[config.mk]
export PLATFORM = sky130hd
export DESIGN_NAME = rf_dump
export DESIGN_NICKNAME = d
export VERILOG_FILES = /design/src/rtl/cpu_pkg.sv /design/src/rtl/rf_dump.sv
export SDC_FILE = /design/constraint.sdc
export NUM_CORES = 1
export LEC_CHECK = 0
export ABC_AREA = 0
export BUFFER_PORTS_ARGS = -buffer_cell sky130_fd_sc_hd__buf_2
export CORE_MARGIN = 1
export CORE_UTILIZATION = 38
export DETAILED_ROUTE_END_ITERATION = 10
export MAX_ROUTING_LAYER = met4
export PLACE_DENSITY_LB_ADDON = 0.05
export RECOVER_POWER = 100
export SETUP_SLACK_MARGIN = 0.5
export SKIP_LAST_GASP = 1
export SYNTH_ARGS = -nofsm -noshare
export SYNTH_HDL_FRONTEND = slang
export SYNTH_SLANG_ARGS = --single-unit
[constraint.sdc]
create_clock -name clk -period 5.9 [get_ports clk]
set_clock_uncertainty 0.05 [all_clocks]
set_input_delay 0.885 -clock clk [delete_from_list [all_inputs] [get_ports clk]]
set_output_delay 0.885 -clock clk [all_outputs]
set_load 0.1 [all_outputs]
[src/rtl/cpu_pkg.sv]
// Shared core definitions: register-file geometry and the RF dump engine state encoding.
package cpu_pkg;

    localparam int RF_AW         = 5;
    localparam int RF_DW         = 32;
    localparam int NREGS_DEFAULT = 32;

    typedef enum logic [1:0] {
        IDLE,
        READ,
        SEND,
        DONE
    } dump_state_t;

endpackage

[src/rtl/rf_dump.sv]
// Debug read-out engine: walks the register file through a dedicated read port,
// streams each value with its index and accumulates a wrapping additive checksum.
module rf_dump
    import cpu_pkg::*;
#(
    parameter int NREGS = NREGS_DEFAULT,
    parameter int AW    = RF_AW,
    parameter int DW    = RF_DW
) (
    input  logic          clk,
    input  logic          rst,
    input  logic          start,
    input  logic          abort,
    output logic [AW-1:0] rd_addr,
    input  logic [DW-1:0] rd_data,
    output logic          out_valid,
    input  logic          out_ready,
    output logic [DW-1:0] out_data,
    output logic [AW-1:0] out_index,
    output logic          out_last,
    output logic          busy,
    output logic          cpu_stall,
    output logic          done,
    output logic [DW-1:0] checksum
);

    localparam logic [AW-1:0] LAST_IDX = AW'(NREGS - 1);

    dump_state_t   state;
    dump_state_t   state_next;
    logic [AW-1:0] idx;
    logic          accept;

    // abort takes priority over a simultaneous handshake, so the word is not counted
    assign accept = (state == SEND) && out_ready && !abort;

    always_ff @(posedge clk or posedge rst) begin
        if (rst) begin
            state <= IDLE;
        end else begin
            state <= state_next;
        end
    end

    always_comb begin
        state_next = state;
        out_valid  = 1'b0;
        busy       = 1'b1;
        done       = 1'b0;
        rd_addr    = '0;
        case (state)
            IDLE: begin
                busy = 1'b0;
                if (start) begin
                    state_next = READ;
                end
            end
            READ: begin
                rd_addr    = idx;
                state_next = abort ? IDLE : SEND;
            end
            SEND: begin
                out_valid = 1'b1;
                if (abort) begin
                    state_next = IDLE;
                end else if (out_ready) begin
                    state_next = out_last ? DONE : READ;
                end
            end
            DONE: begin
                done       = 1'b1;
                state_next = IDLE;
            end
            default: state_next = IDLE;
        endcase
    end

    assign cpu_stall = busy;

    always_ff @(posedge clk or posedge rst) begin
        if (rst) begin
            idx       <= '0;
            out_data  <= '0;
            out_index <= '0;
            out_last  <= 1'b0;
            checksum  <= '0;
        end else begin
            case (state)
                IDLE: begin
                    if (start) begin
                        idx      <= '0;
                        checksum <= '0;
                    end
                end
                READ: begin
                    if (!abort) begin
                        out_data  <= rd_data;
                        out_index <= idx;
                        out_last  <= (idx == LAST_IDX);
                    end
                end
                SEND: begin
                    if (accept) begin
                        checksum <= checksum + out_data;
                        if (!out_last) begin
                            idx <= idx + 1'b1;
                        end
                    end
                end
                default: ;
            endcase
        end
    end

endmodule
Word-level counts from Yosys, hierarchy flattened
Cells that the tools add are included.
{"block": "word_totals", "ff_bits": 77, "latchBits": 0, "ram_bits": 0, "rom_bits": 0, "out_inout_bits": 79, "wordCells": 43, "memories": 0}
{"block": "classes", "n_addsub": 2, "mul": 0, "n_div": 0, "n_lt_le_gt_ge": 0, "n_eq_ne": 8, "n_shift": 0, "n_mux": 17, "bitwise_logic": 1, "n_reduce_logical": 9}
{"op": "$mux 32", "n": 2}
{"op": "$pmux 32 s2", "n": 1}
{"op": "$add 32x32->32", "n": 1}
{"op": "$mux 5", "n": 4}
{"op": "$mux 2", "n": 5}
{"op": "$pmux 5 s2", "n": 1}
{"op": "$pmux 2 s4", "n": 1}
{"op": "$ne 2x2->1 const B", "n": 3}
{"op": "$add 5x1->5 const B", "n": 1}
{"op": "$eq 5x5->1 const B", "n": 1}
{"op": "$eq 2x2->1 const B", "n": 2}
{"op": "$reduce_and 2->1", "n": 2}
{"op": "$reduce_and 4->1", "n": 1}
{"op": "$mux 1", "n": 3}
{"op": "$ne 3x3->1 const B", "n": 1}
{"op": "$reduce_and 3->1", "n": 1}
{"op": "$eq 2x1->1 const B", "n": 1}
{"op": "$logic_and 1x1->1", "n": 2}
{"op": "$logic_not 2->1", "n": 1}
{"op": "$reduce_bool 2->1", "n": 1}
{"op": "$logic_not 1->1", "n": 1}
{"op": "$not 1->1", "n": 1}

Longest topological paths before layout
Gate-level depths: netlist (run 1).
{"block": "logic_depth", "ltp_word": 5, "depth_mapped": 11, "depth_no_buf": 11}

Worst setup path before layout (run 1)
Ideal clock, no wire load.
{"block": "synth_timing", "path_kind": "register to register", "from": "register checksum[5]", "to": "register checksum[31]", "arrival_time_ps": 2926, "path_slack_ps": 2747, "path_stages_with_launch": 10, "path_cell_list": "dfrtp_1 -> ha_1 -> or3_1 -> and3_1 -> a211o_1 -> and3_4 -> a31o_4 -> and4b_1 -> nor4_2 -> a41oi_2"}
{"block": "synth_via", "elab_chain_len": 3}
{"item": "start, declared", "line_no": "rf_dump.sv:24", "text": "output logic [DW-1:0] checksum"}
{"item": "start signal, assigned", "line_no": "rf_dump.sv:104", "text": "checksum <= checksum + out_data;"}
{"item": "$add 32x32->32", "line_no": "rf_dump.sv:104"}
{"item": "$mux 32", "line_no": "rf_dump.sv:103", "text": "if (accept) begin"}
{"item": "$pmux 32 s2", "line_no": "rf_dump.sv:88", "text": "case (state)"}
Every way passes these cells. The select of a mux whose other input is x is not followed.
A chain may end at the register's enable or synchronous reset.

Worst setup path after layout (run 1)
{"block": "layout_timing", "from": "register state[0]", "to": "output port rd_addr[1]"}
{"block": "layout_via", "elab_chain_len": 2}
{"item": "start, declared", "line_no": "rf_dump.sv:29", "text": "dump_state_t state;"}
{"item": "start signal, assigned", "line_no": "rf_dump.sv:41", "text": "state <= state_next;"}
{"item": "$eq 2x1->1", "line_no": "rf_dump.sv:51", "text": "case (state)"}
{"item": "$mux 5", "line_no": "rf_dump.sv:51"}
{"item": "end, declared", "line_no": "rf_dump.sv:14", "text": "output logic [AW-1:0] rd_addr,"}
Every way passes these cells.

==> results of run 1 <==
==> power breakdown <==
part | internal [mW] | leakage, nW | switching [mW]
registers | 0.635 | 0.997 | 0.100
logic | 0.319 | 1.43 | 1.17
clock network | 0.448 | 0.176 | 0.214
total | 1.40 | 2.60 | 1.48
==> stage by stage <==
step                      total power [mW]  setup WS [ns]   util  area (um^2)  instances
after floorplan                       2.02           2.75      -         4550        447
after global placement                2.26           2.88  0.456         5270        693
after detailed placement              2.28           2.82  0.456         5270        693
after CTS                             2.95           3.03  0.487         5630        709
after global routing                  3.03           2.61  0.475         5500        709
final                                 2.88           2.73  0.475         5500        709
==> critical path: stages (launching register included) <==
cell      delay, ns
dfrtp_1        0.43
nor2b_1        0.41
and2_1         0.20
clkbuf_1       0.86
==> synthesized netlist by cell type, types with 3 or more instances <==
library cell,count,area [um^2]
a21o_1,20,150
a21oi_1,35,175
a22o_1,3,26.3
a31oi_1,3,18.8
a32o_1,3,30.0
and2_1,10,62.6
and3_1,5,31.3
buf_1,3,11.3
clkbuf_1,8,30.0
dfrtp_1,77,1930
ha_1,33,413
inv_1,15,56.3
mux2_2,37,417
nand2_1,41,154
nand2b_1,4,25.0
nand3_1,7,35.0
nand4_1,4,25.0
nor2_1,19,71.3
nor2b_1,4,25.0
o211ai_1,3,22.5
o21a_1,5,37.5
o21ai_0,24,120
o21ai_1,16,80.1
o21bai_1,3,22.5
o22ai_1,3,18.8
or3_1,4,25.0
xnor2_1,13,114
xor2_1,15,131
==> worst paths after layout <==
kind                              start           end  slack [ns]  cells past startpoint
min reg2reg                out_index[3]  out_index[3]        0.46                      1
max reg2reg                 out_data[0]  checksum[26]        2.85                     11
min                        out_index[3]  out_index[3]        0.46                      1
max                            state[0]    rd_addr[1]        2.73                      3
min in group asynchronous           rst  out_data[28]        0.81                      3
max in group asynchronous           rst   checksum[7]        4.36                      3
==> placed cells by master (no fill, tap or decap), drive strengths merged, types with 4 or more instances in the layout <==
master / Yosys / final
nand2: 41 / 41
inv: 15 / 14
xor2: 15 / 15
nor2b: 4 / 4
ha: 33 / 33
nand3: 7 / 7
buf: 6 / 36
o21ai: 40 / 40
mux2: 37 / 37
clkbuf: 8 / 94
nand2b: 4 / 4
a21oi: 36 / 36
nor2: 19 / 19
o21a: 5 / 5
and2: 10 / 10
a21o: 20 / 20
and3: 6 / 6
or3: 4 / 4
dfrtp: 77 / 77
xnor2: 13 / 13
nand4: 4 / 4
==> registers in the layout, summed over array words and instances (netlist names) <==
signal,count
out_index,5
checksum,32
out_last,1
idx,5
state,2
out_data,32
==> area by class of cell <==
cell class / count / area [um^2] / share of cell area
clock buffer: 13 / 270 / 0.0492
clock inverter: 3 / 90.1 / 0.0164
inverter: 16 / 61.3 / 0.0112
multi-input combinational: 340 / 2480 / 0.452
sequential: 77 / 1930 / 0.351
tap: 143 / 179 / 0.0326
timing repair buffer: 117 / 487 / 0.0886
==> layer usage <==
layer,share of wire,routed length [um],up-vias,track usage
li1,-,-,1844,-
met2,0.46,4920,98,0.292
met1,0.47,5020,1781,0.239
met5,0,0,-,-
met4,0.021,227,0,0.0829
met3,0.043,458,15,0.0338
==> kinds of logic after synthesis <==
logic type	Yosys count
compound gates	133
xor+xnor	28
fa+ha+maj	34
buf+inv	30
flops	77
mux	38
simple gates	107
==> impl_metrics.env, run 1 <==
export IMPL_synth_flop_cell="dfrtp_1"
export IMPL_crit_path_max_fanout=7
export IMPL_num_fill_cells=1148
export IMPL_worst_pin_slew_ns=1.55
export IMPL_dp_hpwl_um=7630
export IMPL_io_buffers=115
export IMPL_cts_root_buf="clkbuf_16"
export IMPL_synth_seq_cells=77
export IMPL_start_kind="flip-flop"
export IMPL_power_density_nw_per_um2=525
export IMPL_place_congestion=0.846
export IMPL_outcome="finished, violations left"
export IMPL_synth_fa_ha_area_frac=0.0952
export IMPL_grt_max_degree=78
export IMPL_die_area_um2=12400
export IMPL_h_tree_depth=3
export IMPL_fin_crit_sh=0.537
export IMPL_yosys_area_share_simple=0.119
export IMPL_clock_latency_ns=0.34
export IMPL_die_x_um=111
export IMPL_final_max_slew_viol_count=32
export IMPL_hold_class="reg2reg"
export IMPL_rsz0062_at_grt="no"
export IMPL_avgRoutedWirePerCell_um=15.0
export IMPL_n_antenna_cell=0
export IMPL_grt_pass1_wl_um=17900
export IMPL_drcViolationCount=18
export IMPL_p_leak_nw=2.60
export IMPL_wl_um=10600
export IMPL_antenna_found_initial=0
export IMPL_synthCells=447
export IMPL_synth_compound_area_share=0.188
export IMPL_fin_setup_tns_ns=0
export IMPL_syn_nets=518
export IMPL_cts_tree="yes"
export IMPL_peakVddDrop_mv=0.254
export IMPL_vias=3738
export IMPL_grt_pass1_vias=3676
export IMPL_row_count=39
export IMPL_cts_setup_buffers=0
export IMPL_synth_xor_area_frac=0.0539
export IMPL_start_util=0.393
export IMPL_cts_sinks=77
export IMPL_clockBufferDepth=2
export IMPL_ant_nets=0
export IMPL_detail_route_first_pass_iterations=10
export IMPL_cp_arrival_ns=2.23
export IMPL_violations="design-rule violations, max-capacitance violations, max-slew violations"
export IMPL_worstPathRequired_ns=4.97
export IMPL_ios=116
export IMPL_yosysUniqueCellTypes=53
export IMPL_drive_above_1_share=0.166
export IMPL_synth_mux_area_frac=0.0938
export IMPL_hold_buffers=0
export IMPL_synth_edf_count=0
export IMPL_numCtsBuffers=9
export IMPL_drv_cap=1
export IMPL_syn_area_um2=4550
export IMPL_yosysSeqAreaShare=0.424
export IMPL_drt_iter0_drc=164
export IMPL_hold_viol_final=0
export IMPL_area_growth_pct=20.8
export IMPL_syn_area_per_cell_um2=10.2
export IMPL_cts_clk_slew_worst_paths_ns=0.06
export IMPL_holdWs_ns=0.457
export IMPL_grt_use_total=0.187
export IMPL_post_cts_resize_count=0
export IMPL_synth_top_family_by_area="compound AO/OA/AOI/OAI gates"
export IMPL_path_class="reg2out"
export IMPL_die_y_um=111
export IMPL_overflow=0
export IMPL_slew_headroom=-0.0334
export IMPL_viasPerCell=5.27
export IMPL_period_needed_ns=3.17
export IMPL_cp_end_kind="output port"
export IMPL_fmax_mhz=316
export IMPL_nets=632
export IMPL_ys_warn_count=0
export IMPL_synth_async_reset_ratio=1.00
export IMPL_coreArea_um2=11600
export IMPL_setup_viol=0
(Power assumes the default switching activity.)
==> inputs of run 2 (changes only) <==
- ABC_AREA: 0 -> 1
- clock period: 5.9 -> 2.8 ns (I/O delays scaled with it)
==> run 2 against run 1 <==
Against the previous run: the flow now finishes without violations; largest power group unchanged; count of clock-buffer cells in the layout down 3; core utilization fell by 1.9 points; first-iteration DRC count increased by 91%; setup slack got worse by 2.2 ns; combinational power increased by 110%; sequential share of layout area shrank 4.6 points; power up 100%; sequential power grew 110%; critical path type unchanged; routed wire length grew 40%.
==> impl_metrics.env, run 2 <==
export IMPL_fin_setup_tns_ns=0
export IMPL_p_clk_frac=0.203
export IMPL_ys_top_cells_by_count="nand2_1 (386), inv_1 (129), dfrtp_1 (77)"
export IMPL_clockBufferDepth=2
export IMPL_area_growth_pct=17.1
export IMPL_overflow=0
export IMPL_crit_path_cell_trace="nor2_1, inv_1, clkbuf_1"
export IMPL_syn_area_per_cell_um2=6.44
export IMPL_path_class="reg2out"
export IMPL_power_frac_seq=0.263
export IMPL_syn_area_um2=5410
export IMPL_cts_clk_slew_worst_paths_ns=0.06
export IMPL_ant_nets=0
export IMPL_hold_buffers=0
export IMPL_layout_commonest_cell="nand2_1"
export IMPL_layout_common_cells="nand2_1 (388), inv_1 (133), clkbuf_1 (76)"
export IMPL_n_antenna_cell=0
export IMPL_hold_class="in2async"
export IMPL_worstPathRequired_ns=2.33
export IMPL_worst_pin_slew_ns=1.48
export IMPL_vias=5198
export IMPL_timing_rr_start="out_data[0]"
export IMPL_setup_viol=0
export IMPL_synth_most_common_cell="nand2_1"
export IMPL_yosysTopAreaCell="dfrtp_1"
export IMPL_drv_cap=0
export IMPL_final_max_slew_viol_count=0
export IMPL_reg2reg_depth=13
export IMPL_start_kind="flip-flop"
export IMPL_post_cts_resize_count=0
export IMPL_io_buffers=115
export IMPL_synthCells=840
export IMPL_detail_route_first_pass_iterations=4
export IMPL_grt_pass1_wl_um=24600
export IMPL_numCtsBuffers=9
export IMPL_p_leak_nw=3.75
export IMPL_multi_input_area_um2=2850
export IMPL_peakVddDrop_mv=0.540
export IMPL_place_congestion=0.876
export IMPL_power_density_nw_per_um2=924
export IMPL_synth_async_reset_ratio=1.00
export IMPL_dpl_cell_area_um2=6190
export IMPL_period_needed_ns=2.26
export IMPL_switching_share=0.567
export IMPL_p_switching_mw=3.32
export IMPL_ios=116
export IMPL_die_area_um2=14700
export IMPL_num_fill_cells=1562
export IMPL_rsz0062_at_grt="no"
export IMPL_cts_setup_buffers=0
export IMPL_drcViolationCount=0
export IMPL_drt_iter0_drc=313
export IMPL_wl_um=14900
export IMPL_row_count=43
export IMPL_grt_max_degree=42
export IMPL_antenna_found_initial=0
export IMPL_cts_sinks=77
export IMPL_viasPerCell=4.55
export IMPL_yosysSeqAreaShare=0.356
export IMPL_grt_use_total=0.224
export IMPL_slowest_stage="clkbuf_1"
export IMPL_cp_end_kind="output port"
export IMPL_synth_edf_count=0
export IMPL_fmax_mhz=442
export IMPL_dp_hpwl_um=11500
export IMPL_avgRoutedWirePerCell_um=13.0
export IMPL_syn_nets=911
export IMPL_hold_viol_final=0
export IMPL_grt_pass1_vias=4878
export IMPL_h_tree_depth=3
export IMPL_clock_latency_ns=0.35
export IMPL_ys_warn_count=0
export IMPL_outcome="finished, final reports clean"
export IMPL_reg2reg_slack_ns=0.60
export IMPL_register_area_um2=1930
export IMPL_synth_flop_cell="dfrtp_1"
export IMPL_cp_arrival_ns=1.79
export IMPL_coreArea_um2=13900
export IMPL_fin_crit_sh=0.808
export IMPL_drive_above_1_share=0.0873
export IMPL_synth_seq_cells=77
export IMPL_die_x_um=121
export IMPL_die_y_um=121
export IMPL_cts_tree="yes"
export IMPL_pwr_share_comb=0.535
export IMPL_start_util=0.390
export IMPL_crit_path_max_incr_delay_ns=0.87
export IMPL_largest_registers="checksum (32), out_data (32)"
export IMPL_rr_endpoint="checksum[24]"
export IMPL_crit_path_max_fanout=5
export IMPL_slew_headroom=0.0157
export IMPL_yosys_area_top_type_share=0.356
export IMPL_ys_top_cells_by_area="dfrtp_1 (36%), nand2_1 (27%), inv_1 (8.9%), ha_1 (7.6%), nand3_1 (3.7%)"
export IMPL_p_int_mw=2.54
export IMPL_cts_root_buf="clkbuf_16"
export IMPL_holdWs_ns=0.123
export IMPL_final_area_um2=6340
export IMPL_yosysUniqueCellTypes=31
export IMPL_crit_start="state[1]"
export IMPL_nets=1028
## run 2: final cells by class
cell class / count / area share
inverter: 138 / 0.0819
sequential: 77 / 0.305
timing repair buffer: 120 / 0.0811
clock inverter: 6 / 0.0101
tap: 180 / 0.0355
multi-input combinational: 611 / 0.450
clock buffer: 10 / 0.0361
## run 2: power by group through the flow
| stage | Sequential [mW] | Clock, mW | Combinational [mW] |
|---|---|---|---|
| 2_1_floorplan | 3.10 | 0 | 1.09 |
| 3_3_place_gp | 1.55 | 0 | 3.23 |
| 3_5_place_dp | 1.55 | 0 | 3.23 |
| 4_1_cts | 1.54 | 1.23 | 3.23 |
| 5_1_grt | 1.58 | 1.27 | 3.37 |
| 6_report | 1.54 | 1.19 | 3.13 |
## run 2: metrics by stage
step	utilization	instances	setup slack, ns	power [mW]
floorplan	-	840	0.464	4.19
global placement	0.446	1126	0.611	4.78
detailed placement	0.446	1126	0.628	4.78
CTS	0.467	1142	0.606	6.00
global route	0.457	1142	0.281	6.22
finish	0.457	1142	0.536	5.86
## run 2: routing by layer
metal,vias to the layer above,GRT usage,share of wire
li1,2802,-,-
met1,2288,0.295,0.49
met2,99,0.354,0.46
met3,9,0.0461,0.042
met4,0,0.0440,0.0070
met5,-,-,0
## run 2: cells by family after synthesis
logic type      count (synthesis)  share of synthesized area
buf+inv                       152                      0.111
xor+xnor                        5                    0.00809
flops                          77                      0.356
fa+ha+maj                      34                     0.0800
compound gates                 65                     0.0638
simple gates                  507                      0.381
## run 2: worst max-delay path: cells and delay by family (launching register included)
family | cells | cell delay, ns
AND/OR/NAND/NOR | 1 | 0.07
buffers and inverters | 2 | 0.96
flip-flops | 1 | 0.41
## run 2: worst max path at each step
stage	endpoint	slack (ns)	depth (start not counted)
3_5_place_dp	checksum[24]	0.63	13
5_1_grt	out_data[10]	0.28	3
3_3_place_gp	checksum[24]	0.61	13
6_report	busy	0.54	3
4_1_cts	checksum[24]	0.61	13
2_1_floorplan	rd_addr[0]	0.46	3
